File: config.mk
export PLATFORM = sky130hd
export DESIGN_NAME = button_debounce_flat
export DESIGN_NICKNAME = d
export VERILOG_FILES = /design/src/rtl/button_debounce_if.sv /design/src/rtl/button_debounce.sv /design/src/flat_wrapper.sv
export SDC_FILE = /design/constraint.sdc
export NUM_CORES = 1
export LEC_CHECK = 0
export BUFFER_PORTS_ARGS = -buffer_cell sky130_fd_sc_hd__buf_4
export CAP_MARGIN = 20
export CORE_MARGIN = 2
export CORE_UTILIZATION = 28
export DETAILED_ROUTE_END_ITERATION = 8
export PLACE_DENSITY_LB_ADDON = 0.3
export SYNTH_ARGS = -nofsm -noshare
export SYNTH_HDL_FRONTEND = slang
export SYNTH_SLANG_ARGS = --single-unit
File: constraint.sdc
create_clock -name clk -period 1.8 [get_ports clk]
set_input_delay 0 -clock clk [delete_from_list [all_inputs] [get_ports clk]]
set_output_delay 0 -clock clk [all_outputs]
set_load 0.03 [all_outputs]
File: src/rtl/button_debounce_if.sv
// button_debounce_if
//   Groups the pin-side and CPU-side signals of the button conditioning stage.
//   This bus has no valid/ready handshake. The master drives btn_raw and
//   clr_sticky. The slave (button_debounce) drives the conditioned outputs,
//   and each output is valid on every clock.
//
//   btn_raw     : raw asynchronous button pins (bit 7 = morse_left ... bit 0 = button_bigButton)
//   clr_sticky  : per-bit clear strobe for btn_sticky, sampled on clk
//   btn_level   : debounced level, 1 = pressed (after polarity correction)
//   btn_press   : one-cycle pulse when btn_level goes 0->1
//   btn_release : one-cycle pulse when btn_level goes 1->0
//   btn_sticky  : set on press, held until cleared through clr_sticky
interface button_debounce_if #(
  parameter int N = 8
);
  logic [N-1:0] btn_raw;
  logic [N-1:0] clr_sticky;
  logic [N-1:0] btn_level;
  logic [N-1:0] btn_press;
  logic [N-1:0] btn_release;
  logic [N-1:0] btn_sticky;

  modport master (
    output btn_raw,
    output clr_sticky,
    input  btn_level,
    input  btn_press,
    input  btn_release,
    input  btn_sticky
  );

  modport slave (
    input  btn_raw,
    input  clr_sticky,
    output btn_level,
    output btn_press,
    output btn_release,
    output btn_sticky
  );
endinterface

File: src/rtl/button_debounce.sv
// button_debounce
//   Conditions N raw button pins for the memory-mapped button read port.
//   Each channel passes through a two-FF synchroniser and an optional
//   polarity inversion. A per-channel stability counter then debounces it.
//   The outputs are a clean level, one-cycle press/release pulses and sticky
//   press flags that the CPU clears.
//
//   clk   : system clock
//   rst_n : asynchronous active-low reset
//   bus   : button_debounce_if slave modport (btn_raw, clr_sticky in;
//           btn_level, btn_press, btn_release, btn_sticky out)
//
//   A changed input must be seen for DEBOUNCE_CYCLES consecutive cycles
//   before btn_level follows it. The valid range is 2 .. 2^CNT_WIDTH-1.
module button_debounce #(
  parameter int           N               = 8,
  parameter int           CNT_WIDTH       = 16,
  parameter int           DEBOUNCE_CYCLES = 50000,
  parameter logic [N-1:0] ACTIVE_LOW      = {N{1'b1}}
) (
  input  logic             clk,
  input  logic             rst_n,
  button_debounce_if.slave bus
);

  localparam logic [CNT_WIDTH-1:0] LAST_CNT = CNT_WIDTH'(DEBOUNCE_CYCLES - 1);

  logic [N-1:0]         sync1;
  logic [N-1:0]         sync2;
  logic [N-1:0]         s;        // synchronised, polarity-corrected: 1 = pressed
  logic [N-1:0]         accept;   // channel's level flips at this edge
  logic [N-1:0]         level_q;
  logic [N-1:0]         press_q;
  logic [N-1:0]         rel_q;
  logic [N-1:0]         sticky_q;
  logic [CNT_WIDTH-1:0] cnt [N];

  // The synchroniser resets to the idle pin value. After reset release, s
  // therefore matches level_q, and no spurious count or press can start.
  always_ff @(posedge clk or negedge rst_n) begin
    if (!rst_n) begin
      sync1 <= ACTIVE_LOW;
      sync2 <= ACTIVE_LOW;
    end else begin
      sync1 <= bus.btn_raw;
      sync2 <= sync1;
    end
  end

  assign s = sync2 ^ ACTIVE_LOW;

  always_comb begin
    accept = '0;
    for (int i = 0; i < N; i++) begin
      accept[i] = (s[i] != level_q[i]) && (cnt[i] == LAST_CNT);
    end
  end

  // Any cycle in which s agrees with the level restarts the count. The
  // counter also restarts on acceptance, so it never passes LAST_CNT.
  for (genvar g = 0; g < N; g++) begin : g_cnt
    always_ff @(posedge clk or negedge rst_n) begin
      if (!rst_n) begin
        cnt[g] <= '0;
      end else if ((s[g] == level_q[g]) || accept[g]) begin
        cnt[g] <= '0;
      end else begin
        cnt[g] <= cnt[g] + 1'b1;
      end
    end
  end

  // The pulses are registered on the flip edge, so each lasts exactly one
  // cycle. On the flip edge, accept & s marks a 0->1 transition and
  // accept & ~s marks a 1->0 transition. The set term is ORed after the
  // clear mask, so a press wins over a simultaneous clr_sticky.
  always_ff @(posedge clk or negedge rst_n) begin
    if (!rst_n) begin
      level_q  <= '0;
      press_q  <= '0;
      rel_q    <= '0;
      sticky_q <= '0;
    end else begin
      level_q  <= level_q ^ accept;
      press_q  <= accept & s;
      rel_q    <= accept & ~s;
      sticky_q <= (accept & s) | (sticky_q & ~bus.clr_sticky);
    end
  end

  assign bus.btn_level   = level_q;
  assign bus.btn_press   = press_q;
  assign bus.btn_release = rel_q;
  assign bus.btn_sticky  = sticky_q;

endmodule

File: src/flat_wrapper.sv
// flat-port wrapper written by rule: the top's interface ports become plain ports
module button_debounce_flat 
#(
  parameter int           N               = 8,
  parameter int           CNT_WIDTH       = 16,
  parameter int           DEBOUNCE_CYCLES = 50000,
  parameter logic [N-1:0] ACTIVE_LOW      = {N{1'b1}}
)
  (clk, rst_n, bus_btn_raw, bus_clr_sticky, bus_btn_level, bus_btn_press, bus_btn_release, bus_btn_sticky);
  button_debounce_if #(.N(N)) bus_i ();
  input  logic clk;
  input  logic rst_n;
  input wire logic [$bits(bus_i.btn_raw)-1:0] bus_btn_raw;
  input wire logic [$bits(bus_i.clr_sticky)-1:0] bus_clr_sticky;
  output wire logic [$bits(bus_i.btn_level)-1:0] bus_btn_level;
  output wire logic [$bits(bus_i.btn_press)-1:0] bus_btn_press;
  output wire logic [$bits(bus_i.btn_release)-1:0] bus_btn_release;
  output wire logic [$bits(bus_i.btn_sticky)-1:0] bus_btn_sticky;
  assign bus_i.btn_raw = bus_btn_raw;
  assign bus_i.clr_sticky = bus_clr_sticky;
  assign bus_btn_level = bus_i.btn_level;
  assign bus_btn_press = bus_i.btn_press;
  assign bus_btn_release = bus_i.btn_release;
  assign bus_btn_sticky = bus_i.btn_sticky;
  button_debounce #(.N(N), .CNT_WIDTH(CNT_WIDTH), .DEBOUNCE_CYCLES(DEBOUNCE_CYCLES), .ACTIVE_LOW(ACTIVE_LOW)) u_core (.clk(clk), .rst_n(rst_n), .bus(bus_i));
endmodule
# Word level (Yosys, flattened, before mapping)
# Index checks and enable logic that the tools add are counted.
# W data, S select, Z words.
[classes]
addsub = 8
eq_ne = 24
mux = 8
bitwise = 8
n_reduce_logical = 16
[ops]
columns = ["operator", "count"]
rows = [
  ["$add A16 B1 Y16 const B", 8],
  ["$eq A16 B16 Y1 const B", 8],
  ["$mux W16", 8],
  ["$and A8 B8 Y8", 3],
  ["$not A8 Y8", 3],
  ["$eq A1 B1 Y1", 8],
  ["$logic_and A1 B1 Y1", 8],
  ["$logic_or A1 B1 Y1", 8],
  ["$ne A1 B1 Y1", 8],
  ["$or A8 B8 Y8", 1],
  ["$xor A8 B8 Y8", 1],
]
[totals]
reg_bits = 176
input_bits = 18
out_inout_bits = 32
word_cells = 78

# Logic depth before layout (Yosys ltp)
[logic_depth]
word_depth = 5
depth_mapped = 6
ltp_nobuf = 5

# Least setup slack after synthesis
# OpenSTA, ideal clock, no wires.
[synth_timing]
path_type = "reg2reg"
start = "reg u_core.cnt[112] in the netlist's numbering"
end = "reg u_core.cnt[118] in the netlist's numbering"
setup_ps = 121
arrival_time_ps = 1459
t_required_ps = 1679
setup_slack_ps = 220
path_stages_with_launch = 7
n_path_buf = 1
period_less_slack_ps = 1580
cell_sequence = "dfrtp_1 > ha_1 > nand3_1 > nand4b_1 > nand2_1 > buf_2 > nor2_1"
[synth_via]
elab_chain_cells = 4
word_cells_on_any_way = 5
cone_classes = "add/sub: 1; eq/ne: 1; mux: 1; reduce/logical: 2"
[synth_rtl]
columns = ["item", "line_no", "rtl"]
rows = [
  ["from (decl)", "button_debounce.sv:36", "logic [CNT_WIDTH-1:0] cnt [N];"],
  ["from (signal, indexed assignment)", "button_debounce.sv:68", "cnt[g] <= cnt[g] + 1'b1;"],
  ["parallel branches: the longest is 3 deep, another holds $add A16 B1 Y16", "--", ""],
  ["$mux W16 (*)", "button_debounce.sv:65", "end else if ((s[g] == level_q[g]) || accept[g]) begin"],
]
# Every way passes the cells marked *.

# Final worst setup path
[layout_timing]
start = "reg u_core.cnt[16] in the netlist's numbering"
end = "reg u_core.sticky_q[6], in the netlist u_core.bus.btn_sticky[6]"
[layout_via]
elab_chain_cells = 4
[layout_rtl]
columns = ["item", "line_no", "rtl"]
rows = [
  ["$eq A16 B16 Y1", "button_debounce.sv:55", "accept[i] = (s[i] != level_q[i]) && (cnt[i] == LAST_CNT);"],
  ["$logic_and A1 B1 Y1", "button_debounce.sv:55", ""],
  ["$and A8 B8 Y8", "button_debounce.sv:87", "sticky_q <= (accept & s) | (sticky_q & ~bus.clr_sticky);"],
  ["$or A8 B8 Y8", "button_debounce.sv:87", ""],
  ["to (signal assigned)", "button_debounce.sv:87", ""],
  ["to (decl)", "button_debounce.sv:35", "logic [N-1:0] sticky_q;"],
]
# No other way between the ends.

==> results_dict.tcl <==
set metrics [dict create \
    outcome "completed" \
    r2r_start "u_core.cnt[16]" \
    worstSetupPathType "reg -> reg" \
    required_ps 2120 \
    grt_max_degree 67 \
    drtPass1Iterations 4 \
    syn_nets 777 \
    port_buffers 49 \
    core-area_sq_mm 0.02771 \
    clockRootBuffer "clkbuf_16" \
    dp_hpwl_mm 9.989 \
    synthXorXnorAreaFrac_pct 12.84 \
    cts_sinks 176 \
    ys_types 35 \
    timing.rr.end "u_core.bus.btn_sticky[6]" \
    finClkSkew_ps 8.612 \
    yosysSeqAreaShare_pct 56.39 \
    grt_pass1_wl_mm 26.05 \
    ant_nets 0 \
    wire_per_inst_um 12.06 \
    synth_top_family_by_area "simple AND/OR/NAND/NOR gates" \
    setup_viol 0 \
    clk_latency_ps 420 \
    fmax_ghz 0.5881 \
    fp.dieArea_sq_mm 0.02938 \
    syn_area_sq_mm 0.007846 \
    synth-simple-area-share_pct 25.37 \
    drc_errors 0 \
    hold_path_class "in -> async" \
    max-vdd-ir-drop_v 0.0004791 \
    total_power_mw 8.487 \
    start_util_pct 28.32 \
    period_minus_slack_ps 1700 \
    area_growth_pct 23.43 \
    maxCapViolCount 0 \
    synth-edff-count 0 \
    cts_inserted_buffers 17 \
    synth_ff_type "dfrtp_1" \
    worst_pin_slew_ps 577.4 \
    synth-adder-area-share_pct 1.276 \
    startpoint_type "flip-flop" \
    syn_avg_cell_area_sq_um 10.45 \
    grt_pass1_vias 5421 \
    vias 5546 \
    max-slew-margin-rel_pct 61.51 \
    synth_mux_area_share_pct 0 \
    synth_warnings 0 \
    worstPathArrival_ps 2020 \
    cts_tree "done" \
    synth_compound_area_share_pct 2.137 \
    fin_crit_sh_pct 94.46 \
    antenna_cells 0 \
    place_congestion 0.7733 \
    cp_max_fo 5 \
    p_per_area_mw_per_mm2 876.3 \
    r2r_slack_ps 100 \
    total_leakage_power_nw 4.010 \
    rsz0062_at_grt "yes" \
    row_count 61 \
    h-tree-depth 4 \
    hold_viol_final 0 \
    io_pins 50 \
    r2r_cells 5 \
    grt_antenna_before_repair 0 \
    drtIter0Drc 244 \
    grt.overflow.total 0 \
    slew_viol_final 0 \
    fin_nets 873 \
    via_per_inst 4.480 \
    grt_usage_pct 10.85 \
    die_h_um 171.4 \
    synth_cells 751 \
    post-route-util_pct 34.95 \
    die_w_um 171.4 \
    synth_seq_cells 176 \
    cts_buffer_depth 2 \
    routed_wl_mm 14.94 \
    synthArstFlopShare_pct 100.0 \
    clk_pin_slew_ps 70 \
    critPathCaptureType "flip-flop" \
    layout-drive-gt1-share_pct 15.12 \
]
[how the worst max path moves through the flow]
stage                          from                  endpoint  slack, ps  cells past startpoint
CTS                  u_core.cnt[16]  u_core.bus.btn_sticky[6]        110                      5
floorplan           u_core.cnt[112]           u_core.cnt[118]        220                      6
global route         u_core.cnt[32]  u_core.bus.btn_sticky[5]        -10                      5
detailed placement   u_core.cnt[48]            u_core.cnt[51]        130                      6
global placement     u_core.cnt[48]            u_core.cnt[62]        130                      6
finish               u_core.cnt[16]  u_core.bus.btn_sticky[6]        100                      5
[worst max-delay path, stage by stage (launching register included)]
cell and delay, ps:
dfrtp_1 410, ha_1 240, and3_1 240, nand4_1 170, or2_1 310, o32ai_1 230
[registers in the layout, summed over array words and instances, names as in the netlist, named ones only]
name and count:
u_core.cnt 128, u_core.bus.btn_press 8, u_core.bus.btn_release 8, u_core.bus.btn_sticky 8
u_core.sync1 8, u_core.sync2 8, u_core.bus.btn_level 7
[synthesized netlist by cell type, types with 2 or more instances]
| cell | instances | area share, % |
|---|---|---|
| nand3_1 | 44 | 2.8 |
| clkbuf_1 | 4 | 0.19 |
| and3_1 | 17 | 1.4 |
| dfstp_2 | 16 | 5.4 |
| inv_1 | 23 | 1.1 |
| nor4bb_1 | 15 | 1.9 |
| nand4_1 | 37 | 3.0 |
| nand4_2 | 2 | 0.32 |
| xor2_1 | 25 | 2.8 |
| or4_1 | 3 | 0.29 |
| nor4_1 | 29 | 2.3 |
| o31ai_1 | 4 | 0.38 |
| nor4b_1 | 9 | 1.0 |
| or3_1 | 4 | 0.32 |
| nand4b_1 | 2 | 0.22 |
| dfrtp_1 | 160 | 51 |
| and4_1 | 4 | 0.45 |
| nand2_1 | 45 | 2.2 |
| buf_2 | 11 | 0.70 |
| nor2_1 | 139 | 6.6 |
| a21oi_1 | 5 | 0.32 |
| o21ai_0 | 9 | 0.57 |
| ha_1 | 8 | 1.3 |
| a21o_1 | 6 | 0.57 |
| xnor2_1 | 90 | 10 |
| nor3_1 | 31 | 2.0 |
[what timing repair did]
| action | 4_1_cts | 5_1_grt |
|---|---|---|
| resized for setup | 0 | 2 |
| setup buffers | 0 | 1 |
| endpoints found under the hold margin | 78 | 0 |
| endpoints found under the setup margin | 0 | 31 |
| hold buffers | 17 | 0 |
[routing by layer]
layer  vias up  part of all wire, %  track usage, %  routed length (um)
met5         -                    0               0                   0
met4         0                  1.0           3.132                 155
met3         9                  2.7           2.554                 403
met2        73                   47           17.88                7093
met1      2668                   49           14.21                7284
li1       2796                    -               -                   -
[kinds of logic (layout without fill, tap and decap cells)]
kind of cell,after synthesis,count (layout)
adder cells (fa/ha/maj),8,8
XOR/XNOR,115,115
buffers and inverters,38,147
AND/OR/NAND/NOR,387,387
flip-flops,176,176
AO/OA/AOI/OAI,27,27
[cell usage in the layout (no fill, tap or decap), types with 5 or more instances in the layout]
| cell type | count |
|---|---|
| dlygate4sd3_1 | 17 |
| nor4b_1 | 9 |
| and3_1 | 17 |
| nor2_1 | 139 |
| nand4_1 | 37 |
| xnor2_1 | 90 |
| ha_1 | 8 |
| nand2_1 | 45 |
| buf_4 | 72 |
| nand3_1 | 44 |
| nor4_1 | 28 |
| inv_1 | 23 |
| nor3_1 | 31 |
| nor4bb_1 | 15 |
| xor2_1 | 25 |
| clkbuf_16 | 17 |
| dfrtp_1 | 160 |
| dfstp_2 | 16 |
| o21ai_0 | 9 |
| a21o_1 | 6 |
| a21oi_1 | 5 |
[through the flow]
step	cells	setup WS, ps	area [sq um]	hold WS, ps	TNS (ps)
final	1238	99.70	9684	119.6	0
after detailed placement	1188	127.5	8836	45.12	0
after global placement	1188	134.7	8836	40.83	0
after global routing	1238	-9.663	9684	182.6	-9.663
after floorplan	751	219.6	7846	-295.6	0
after CTS	1237	113.4	9666	148.2	0
[cell type report]
type,instances,area (sq um)
well taps,378,473.0
flip-flops and latches,176,4424
inverters,23,86.33
fillers,2775,18020
repair buffers,92,764.5
multi-input cells,537,3277
clock buffers,18,439.2
clock inverters,14,220.2
[power breakdown]
group	internal, mW	switching [mW]	leakage [nW]
clock network	2.43	1.68	0.322
logic	0.123	0.168	1.30
registers	4.03	0.0604	2.38
total	6.58	1.91	4.01
Note: power is estimated with default switching activity, not from simulation.
